--- src/rtl/mul_operand_issuer.sv ---
// mul_operand_issuer
//   Buffers operand pairs in a small FIFO and issues them one at a time to an
//   add-shift multiplier. It holds mul_a/mul_b stable and pulses mul_start for
//   one cycle, then waits for mul_done. Each product is returned on a
//   valid/ready port together with its operands and a 4-bit sequence tag.
//
// Ports
//   clk, rst               : clock, synchronous active-high reset
//   in_valid/in_ready      : producer handshake, operands in_a/in_b
//   mul_a/mul_b/mul_start  : operands and start pulse to the multiplier
//   mul_done/mul_prod      : completion pulse and product from the multiplier
//   out_valid/out_ready    : consumer handshake, out_prod/out_a/out_b/out_tag
//   busy                   : controller is not idle
module mul_operand_issuer #(
    parameter int unsigned WIDTH = 4,
    parameter int unsigned DEPTH = 4
) (
    input  logic               clk,
    input  logic               rst,
    input  logic               in_valid,
    input  logic [WIDTH-1:0]   in_a,
    input  logic [WIDTH-1:0]   in_b,
    output logic               in_ready,
    output logic [WIDTH-1:0]   mul_a,
    output logic [WIDTH-1:0]   mul_b,
    output logic               mul_start,
    input  logic               mul_done,
    input  logic [2*WIDTH-1:0] mul_prod,
    output logic               out_valid,
    input  logic               out_ready,
    output logic [2*WIDTH-1:0] out_prod,
    output logic [WIDTH-1:0]   out_a,
    output logic [WIDTH-1:0]   out_b,
    output logic [3:0]         out_tag,
    output logic               busy
);

    localparam int unsigned PW    = (DEPTH > 1) ? $clog2(DEPTH) : 1;
    localparam int unsigned CW    = $clog2(DEPTH + 1);
    localparam int unsigned PRODW = 2 * WIDTH;

    typedef enum logic [1:0] {
        IDLE  = 2'd0,
        ISSUE = 2'd1,
        WAIT  = 2'd2,
        HOLD  = 2'd3
    } state_t;

    state_t            state_q;
    state_t            state_d;
    logic [PW-1:0]     wr_ptr;
    logic [PW-1:0]     rd_ptr;
    logic [CW-1:0]     count;
    logic [CW-1:0]     count_d;
    logic [WIDTH-1:0]  mem_a [DEPTH];
    logic [WIDTH-1:0]  mem_b [DEPTH];

    logic push_c;
    logic pop_c;
    logic capture_c;
    logic accept_c;

    // Next-state and datapath enables
    always_comb begin
        state_d   = state_q;
        push_c    = in_valid & in_ready;
        pop_c     = 1'b0;
        capture_c = 1'b0;
        accept_c  = 1'b0;
        unique case (state_q)
            IDLE: begin
                if (count != CW'(0)) begin
                    pop_c   = 1'b1;
                    state_d = ISSUE;
                end
            end
            ISSUE: state_d = WAIT;
            WAIT: begin
                if (mul_done) begin
                    capture_c = 1'b1;
                    state_d   = HOLD;
                end
            end
            HOLD: begin
                if (out_ready) begin
                    accept_c = 1'b1;
                    state_d  = IDLE;
                end
            end
            default: state_d = IDLE;
        endcase
    end

    // Occupancy after this edge; simultaneous push and pop cancel
    always_comb begin
        count_d = count;
        unique case ({push_c, pop_c})
            2'b10:   count_d = CW'(count + CW'(1));
            2'b01:   count_d = CW'(count - CW'(1));
            default: count_d = count;
        endcase
    end

    // State register
    always_ff @(posedge clk) begin
        if (rst) begin
            state_q <= IDLE;
        end else begin
            state_q <= state_d;
        end
    end

    // Pointers, count, operand/result registers and registered status outputs
    always_ff @(posedge clk) begin
        if (rst) begin
            wr_ptr    <= '0;
            rd_ptr    <= '0;
            count     <= '0;
            mul_a     <= '0;
            mul_b     <= '0;
            mul_start <= 1'b0;
            out_valid <= 1'b0;
            out_prod  <= '0;
            out_a     <= '0;
            out_b     <= '0;
            out_tag   <= '0;
            busy      <= 1'b0;
            in_ready  <= 1'b1;
        end else begin
            count <= count_d;
            if (push_c) begin
                wr_ptr <= PW'(wr_ptr + PW'(1));
            end
            if (pop_c) begin
                mul_a  <= mem_a[rd_ptr];
                mul_b  <= mem_b[rd_ptr];
                rd_ptr <= PW'(rd_ptr + PW'(1));
            end
            if (capture_c) begin
                out_prod <= PRODW'(mul_prod);
                out_a    <= mul_a;
                out_b    <= mul_b;
            end
            if (accept_c) begin
                out_tag <= 4'(out_tag + 4'd1);
            end
            // Status flags track the state/count they will describe after this edge
            mul_start <= (state_d == ISSUE);
            out_valid <= (state_d == HOLD);
            busy      <= (state_d != IDLE);
            in_ready  <= (count_d != CW'(DEPTH));
        end
    end

    // FIFO storage; contents need no reset since count gates every read
    always_ff @(posedge clk) begin
        if (push_c) begin
            mem_a[wr_ptr] <= in_a;
            mem_b[wr_ptr] <= in_b;
        end
    end

endmodule

--- config.mk ---
export PLATFORM = sky130hd
export DESIGN_NAME = mul_operand_issuer
export DESIGN_NICKNAME = d
export VERILOG_FILES = /design/src/rtl/mul_operand_issuer.sv
export SDC_FILE = /design/constraint.sdc
export NUM_CORES = 1
export LEC_CHECK = 0
export BUFFER_PORTS_ARGS = -buffer_cell sky130_fd_sc_hd__clkbuf_2
export CAP_MARGIN = 10
export CORE_ASPECT_RATIO = 0.8
export CORE_MARGIN = 4
export CORE_UTILIZATION = 58
export DETAILED_ROUTE_END_ITERATION = 6
export PLACE_DENSITY = 0.83
export SLEW_MARGIN = 20
export SYNTH_ARGS = -nofsm -noshare
export SYNTH_HDL_FRONTEND = slang
export SYNTH_SLANG_ARGS = --single-unit
--- constraint.sdc ---
create_clock -name clk -period 6.6 [get_ports clk]
set_clock_uncertainty 0.1 [all_clocks]
set_input_delay 0.33 -clock clk [delete_from_list [all_inputs] [get_ports clk]]
set_output_delay 0.33 -clock clk [all_outputs]
set_load 0.02 [all_outputs]
### After elaboration in Yosys (flattened, before gate mapping)

Memories as Yosys holds them, arrays and structs flattened. A register that Yosys moved wholly into a read port is not among the register bits.
Cells that the tools add are included.

| word-level totals | value |
|---|---|
| register bits after elaboration | 33 |
| RAM bits | 32 |
| input bits | 21 |
| word-level logic and storage cells | 44 |
| memories kept | 2 |

| cells by class | value |
|---|---|
| $add $sub $neg | 5 |
| equal/unequal tests | 8 |
| mux-type cells | 13 |
| bitwise gates (word level) | 1 |
| reductions and logical operators | 3 |

Memories:

| name | depth | width | rd ports | clocked after Yosys merged registers in | wr ports | RTL line | RTL |
|---|---|---|---|---|---|---|---|
| mem_a | 4 | 4 | 1 | 1 | 1 | 55 | `logic [WIDTH-1:0] mem_a [DEPTH];` |
| mem_b | 4 | 4 | 1 | 1 | 1 | 56 | `logic [WIDTH-1:0] mem_b [DEPTH];` |

Operator list:

| operator | count |
|---|---|
| equality test 2 bit, second input constant | 4 |
| 2-to-1 mux 1 bit | 8 |
| one-hot mux 2 bit (4 select lines) | 1 |
| equality test 2 x 1 -> 1 bit, second input constant | 3 |
| 2-to-1 mux 2 bit | 3 |
| one-hot mux 3 bit (2 select lines) | 1 |
| adder 2 x 1 -> 2 bit, second input constant | 2 |
| adder 4 x 1 -> 4 bit, second input constant | 1 |
| adder 3 x 1 -> 3 bit, second input constant | 1 |
| != test 3 bit, second input constant | 1 |
| nonzero test 3 bit | 1 |
| subtractor 3 x 1 -> 3 bit, second input constant | 1 |
| zero test 2 bit | 1 |
| nonzero test 2 bit | 1 |
| AND 1 bit | 1 |

### Logic depth before layout (Yosys ltp)

Gate-level depths: netlist of run 1.

| logic depth | value |
|---|---|
| depth in word-level cells | 6 |
| depth in mapped cells | 10 |
| mapped depth without buffers | 9 |

### Worst setup path after synthesis of run 1

No wires, ideal clock.

| timing path | value |
|---|---|
| path type | reg-to-reg |
| start | reg state_q[1] |
| end | reg in_ready |
| library setup time | 0.120 ns |
| arrival time | 2.213 ns |
| path slack | 4.167 ns |
| stages on the path, launching flop included | 11 |
| path buffers | 1 |
| clock period less this slack | 2.433 ns |
| cell sequence | dfxtp_1 buf_2 nor2_2 nand2_2 inv_1 ha_1 inv_1 fa_1 xor2_1 or3_1 a211o_1 |

| on the way | value |
|---|---|
| longest elaborated chain between the ends | 5 |

Ends and longest elaborated chain:

| what | RTL line | RTL |
|---|---|---|
| from (decl) | 49 | `state_t state_q;` |
| from (signal assigned) | 109 | `state_q <= state_d;` |
| zero test 2 bit * | 70 | `unique case (state_q)` |
| 2-to-1 mux 1 bit * | 70 |  |
| net pop_c | 59 | `logic pop_c;` |
| equality test 2 x 1 -> 1 bit or equality test 2 bit (tied branches) | 97 | `unique case ({push_c, pop_c})` |
| one-hot mux 3 bit (2 select lines) * | 97 |  |
| != test 3 bit * | 151 | `in_ready <= (count_d != CW'(DEPTH));` |
| to (signal assigned) | 151 |  |
| to (decl) | 23 | `output logic in_ready,` |

Mark *: on every way through the listed nets, which the timed path passes. The rest lies on a longest branch.
A chain may end at the register's enable or synchronous reset.

### Final worst setup path of run 1

| timing path | value |
|---|---|
| start | reg count[0] |
| end | reg in_ready |

| on the way | value |
|---|---|
| longest elaborated chain between the ends | 6 |

Ends and longest elaborated chain:

| what | RTL line | RTL |
|---|---|---|
| from (decl) | 53 | `logic [CW-1:0] count;` |
| from (signal assigned) | 130 | `count <= count_d;` |
| nonzero test 3 bit * | 72 | `if (count != CW'(0)) begin` |
| 2-to-1 mux 1 bit * | 72 |  |
| 2-to-1 mux 1 bit * | 70 |  |
| net pop_c | 59 |  |
| equality test 2 x 1 -> 1 bit or equality test 2 bit (tied branches) | 97 |  |
| one-hot mux 3 bit (2 select lines) * | 97 |  |
| != test 3 bit * | 151 |  |

Marks and branches as above.

==> flow_summary.ini, run 1 <==
[run_status]
status = finished clean

[detailed_routing]
firstDrtPassIters = 4
vias = 1865
drt_iter0_drc = 98
wl_per_cell_microns = 14.1
ant_nets = 0
routed_wl_mm = 4.93
drc = 0
vias_per_cell = 5.33

[logic_synthesis]
synth_top_cell_by_area = edfxtp_1
synth_edf_count = 32
yosysWarnings = 0
synthArstFlopShare_pct = 0
syn_area_per_cell_sq_um = 11.9
syn-cell-area_sq_um = 2810
ys_ff_latch = 73
synth_top_flop_cell = dfxtp_1
syn-num-nets = 264
syn-instance-count = 236
synth_seq_area_share_pct = 63.3
synth_cell_type_count = 34
synth_area_leaders = edfxtp_1 34%, dfxtp_1 29%, mux4_2 6.4%, a21oi_1 5.3%, nand2_1 4.7%
yosysTopAreaCellShare_pct = 34.1

[floorplanning]
die_h_microns = 70.3
core_sq_um = 4620
die_area_sq_um = 6040
io-pin-count = 53
rows = 22
die_w_microns = 85.9
start_util_pct = 60.8

[placed_design]
dpl.hpwl_mm = 3.46
port_buffers = 52
place_congestion = 0.763
dp_worst_setup_slack_ns = 4.02

[layout]
layout_commonest_cell = clkbuf_2
n_antenna_cell = 0
nets = 313
final_cell_mix = 52 x clkbuf_2, 41 x dfxtp_1, 35 x nand2_1, 32 x edfxtp_1, 30 x a21oi_1
nFillCells = 340
drive_above_1_share_pct = 25.9
syn2layout_area_growth_pct = 14.9

[global_route]
antenna_found_initial = 0
grt_pass1_vias = 1686
grt_first_pass_wirelength_mm = 8.06
grt_max_degree = 43
grt_usage_pct = 17.6
overflow = 0

[clocking]
clkTransAtPathRegs_ns = 0.07
ctsHoldBuffers = 0
post_cts_buffers = 0
numCtsBuffers = 9
htree_levels = 3
clock_tree.root_cell = clkbuf_8
cts_sinks = 73
cts.path.max_buffers = 2
clk_latency_ns = 0.34
cts_tree = built
cts_resized = 0

[worst_hold_path]
hold_path_startpoint = mul_prod[5]
hold_path_class = primary input to register

[worst_setup_path]
r2r_start = count[0]
cp_max_fo = 10
cp-startpoint = count[0]
cp-start-kind = register
end_kind = register
path_class = register to register
cp.arrival_ns = 2.73
required_ns = 6.73

[power_and_ir_drop]
intPower_uw = 838
leakage_nw = 1.25
irDropWorstVdd_mv = 0.203
p_per_area_nw_per_um2 = 399
p_switching_uw = 451
p_clk_share_pct = 21.3
p_seq_share_pct = 48.3
combPwrFrac_pct = 30.4
switching_share_pct = 35.0

[timing]
rsz0062_at_grt = false
period_share_pct = 39.5
tightest_slew_ns = 0.844
setup-violations-final = 0
final_max_slew_viol_count = 0
setup_tns_ns = 0
fmax_mhz = 383
finalCriticalPeriod_ns = 2.61
maxSlewHeadroom_pct = 43.7
setup_slack_ns = 3.99
hold_violations = 0

[run]
maxCapViolCount = 0
[registers in the layout, indices dropped and copies added, names as in the netlist]
signal / cells
mem_b: 16
mul_b: 4
out_valid: 1
rd_ptr: 2
count: 3
mem_a: 16
mul_start: 1
out_a: 4
wr_ptr: 2
out_b: 4
out_prod: 8
mul_a: 4
in_ready: 1
busy: 1
out_tag: 4
state_q: 2
[final timing paths]
check	to	cells after the start	slack (ns)
setup / recovery	in_ready	9	3.99
hold / removal	out_prod[5]	3	0.10
setup reg to reg	in_ready	9	3.99
hold reg to reg	out_a[2]	2	0.36
[cells in the mapped netlist (2+ instances only)]
cell / instances
nand2_1: 35
ha_1: 6
dfxtp_1: 41
o21ai_0: 11
nand3_1: 11
mux2i_1: 3
xor2_1: 4
nor2b_1: 2
nor2_1: 8
clkbuf_1: 6
and3_1: 4
buf_2: 5
nor3_1: 2
mux4_2: 8
a21oi_1: 30
or3_1: 4
edfxtp_1: 32
inv_1: 8
[per-layer routing]
metal	track usage (%)	part of all wire, %	vias to the layer above
li1	-	-	940
met3	8.73	7.7	9
met4	7.03	1.6	0
met2	24.7	45	57
met5	0	0	-
met1	23.3	46	859
[critical path, stage by stage (launching register included)]
cell and delay [ns]:
dfxtp_1 0.42, or3_1 0.34, nand2_2 0.12, inv_1 0.11, ha_1 0.18, inv_1 0.06
fa_1 0.38, xor2_1 0.16, or3_1 0.33, a211o_1 0.29
[logic make-up (layout without fill, tap and decap cells)]
kind of cell,after synthesis,count (layout),share of synthesized area [%]
multiplexers,11,11,7.47
AND/OR/NAND/NOR,73,73,12.0
AO/OA/AOI/OAI,45,45,8.67
flip-flops,73,73,63.3
adder cells (fa/ha/maj),7,7,3.38
buffers and inverters,22,76,3.60
XOR/XNOR,5,5,1.56
[per-stage QoR]
stage / utilization (%) / area [sq um] / instances / hold WS, ns / power (mW)
6_report: 69.9 / 3230 / 350 / 0.103 / 1.29
3_3_place_gp: 66.6 / 3080 / 334 / 0.341 / 1.01
3_5_place_dp: 66.6 / 3080 / 334 / 0.346 / 1.03
4_1_cts: 69.9 / 3230 / 350 / 0.0840 / 1.30
2_1_floorplan: - / 2810 / 236 / 0.329 / 0.930
5_1_grt: 69.9 / 3230 / 350 / 0.0820 / 1.38
[layout make-up]
cell class | count | area [sq um] | share of cell area (%)
Clock buffer | 11 | 131 | 4.07
Tap cell | 60 | 75.1 | 2.32
Timing Repair Buffer | 52 | 260 | 8.05
Sequential cell | 73 | 1780 | 55.1
Clock inverter | 5 | 22.5 | 0.697
Inverter | 8 | 30.0 | 0.929
Multi-Input combinational cell | 141 | 931 | 28.8
[power groups by stage]
| stage | clock network [mW] | logic, mW | registers [mW] |
|---|---|---|---|
| 5_1_grt | 0.306 | 0.434 | 0.636 |
| 3_3_place_gp | 0 | 0.384 | 0.628 |
| 4_1_cts | 0.287 | 0.394 | 0.624 |
| 3_5_place_dp | 0 | 0.391 | 0.634 |
| 2_1_floorplan | 0 | 0.284 | 0.645 |
| 6_report | 0.275 | 0.391 | 0.623 |
Power figures use the tool's default switching activity.
==> inputs of run 2 (changes only) <==
--- a/config.mk
+++ b/config.mk
@@ -9,9 +9,9 @@
 export CAP_MARGIN = 10
 export CORE_ASPECT_RATIO = 0.8
 export CORE_MARGIN = 4
-export CORE_UTILIZATION = 58
+export CORE_UTILIZATION = 54
 export DETAILED_ROUTE_END_ITERATION = 6
-export PLACE_DENSITY = 0.83
+export PLACE_DENSITY = 0.78
 export SLEW_MARGIN = 20
 export SYNTH_ARGS = -nofsm -noshare
 export SYNTH_HDL_FRONTEND = slang
==> constraint.sdc (replaced) <==
create_clock -name clk -period 2.4 [get_ports clk]
set_clock_uncertainty 0.1 [all_clocks]
set_input_delay 0.12 -clock clk [delete_from_list [all_inputs] [get_ports clk]]
set_output_delay 0.12 -clock clk [all_outputs]
set_load 0.02 [all_outputs]
==> flow_summary.ini, run 2 (synthesis gave the netlist of run 1 again) <==
[floorplanning]
io-pin-count = 53
die_area_sq_um = 6440
core_sq_um = 5040
start_util_pct = 55.9
die_h_microns = 72.6
die_w_microns = 88.7
rows = 23

[worst_setup_path]
cp.arrival_ns = 2.41
required_ns = 2.53
path_buf_inv = 2
slowest_stage = fa_1
critPathTopFamily = adder cells
end_kind = register
cp_cell_sequence = or3_4 > nand2_2 > inv_1 > ha_2 > inv_1 > fa_1 > xor2_1 > or3_1 > a211o_1
cp-start-kind = register
cpPeakStageDelay_ns = 0.37
path_class = register to register
path_common_cell = inv_1
cp_max_fo = 4

[timing]
setup_tns_ns = 0
tightest_slew_ns = 0.836
setup_slack_ns = 0.119
setup-violations-final = 0
period_share_pct = 95.1
final_max_slew_viol_count = 0
fmax_mhz = 438
finalCriticalPeriod_ns = 2.28
hold_violations = 0
rsz0062_at_grt = false
maxSlewHeadroom_pct = 44.3

[detailed_routing]
routed_wl_mm = 5.50
drt_iter0_drc = 69
vias_per_cell = 5.16
wl_per_cell_microns = 14.7
vias = 1936
firstDrtPassIters = 4
ant_nets = 0
drc = 0

[placed_design]
dp_worst_setup_slack_ns = 0.0928
dp_cells = 342
port_buffers = 52
place_congestion = 0.758
place_area_sq_um = 3130
dpl.hpwl_mm = 3.54

[clocking]
clkTransAtPathRegs_ns = 0.07
clk_latency_ns = 0.34
numCtsBuffers = 9
cts.path.max_buffers = 2
cts_sinks = 73
clock_tree.root_cell = clkbuf_8
cts_tree = built
htree_levels = 3

[layout]
n_antenna_cell = 0
nets = 336
top_regs = mem_a: 16 flops, mem_b: 16 flops, out_prod: 8 flops
final_area_sq_um = 3490
stdcell_count = 375
syn2layout_area_growth_pct = 24.0
drive_above_1_share_pct = 27.2
layout_commonest_cell = clkbuf_2
final_cell_mix = 52 x clkbuf_2, 39 x dfxtp_1, 35 x nand2_1, 32 x edfxtp_1, 30 x a21oi_1

[power_and_ir_drop]
p_per_area_nw_per_um2 = 1100
leakage_nw = 1.36
irDropWorstVdd_mv = 0.589

[run]
maxCapViolCount = 0

[global_route]
antenna_found_initial = 0
grt_usage_pct = 18.7
grt_first_pass_wirelength_mm = 8.75
grt_pass1_vias = 1854
overflow = 0
grt_max_degree = 43

[run_status]
status = finished clean

[worst_hold_path]
hold_path_class = primary input to register
run 2: cell types whose count changed in the layout (fill, tap and decap cells not counted), moves of 2 or more:
cell / delta
dfxtp_2: +2
dfxtp_1: -2
dlygate4sd3_1: +17
buf_4: +6
run 2: layout make-up:
cell class	count	area (sq um)
fillers	376	1550
inverters	8	30.0
clock buffers	12	135
well taps	62	77.6
multi-input cells	141	943
flip-flops and latches	73	1780
clock inverters	4	43.8
repair buffers	75	475
run 2: worst paths after layout:
| kind | startpoint | cells past startpoint | slack, ns | to |
|---|---|---|---|---|
| max | count[1] | 9 | 0.12 | in_ready |
| max reg2reg | count[1] | 9 | 0.12 | in_ready |
| min reg2reg | out_prod[4] | 2 | 0.35 | out_prod[4] |
| min | mul_done | 3 | 0.04 | out_valid |
run 2: timing repair:
action | CTS | global route
setup buffers | 0 | 0
resized for setup | 0 | 4
endpoints found under the setup margin | 0 | 1
hold endpoints to repair | 41 | 0
hold buffers | 17 | 0
run 2: power breakdown:
| part | switching [mW] | internal (mW) | total (mW) |
|---|---|---|---|
| Combinational | 0.709 | 0.530 | 1.24 |
| Sequential | 0.173 | 1.53 | 1.70 |
| Clock | 0.411 | 0.474 | 0.886 |
| Total | 1.29 | 2.53 | 3.83 |
run 2: layer usage:
metal  wire [microns]  up-vias  global-route usage (%)
met5                0        -                       0
met4               74        0                    7.05
met3              378        7                    7.38
met2             2640       50                    30.6
met1             2400      895                    22.4
li1                 -      984                       -
run 2: worst reg2reg max path, cell delays in order, from the launching register on:
cell and delay (ns):
dfxtp_2 0.36, or3_4 0.13, nand2_2 0.06, inv_1 0.10, ha_2 0.20, inv_1 0.06, fa_1 0.37, xor2_1 0.16
or3_1 0.33, a211o_1 0.31
run 2: through the flow:
step	utilization (%)	power, mW	hold slack [ns]
2_1_floorplan	-	2.57	0.119
3_3_place_gp	62.2	2.87	0.237
3_5_place_dp	62.2	2.92	0.240
4_1_cts	69.1	3.83	0.0160
5_1_grt	69.3	4.08	0.0572
6_report	69.3	3.83	0.0368
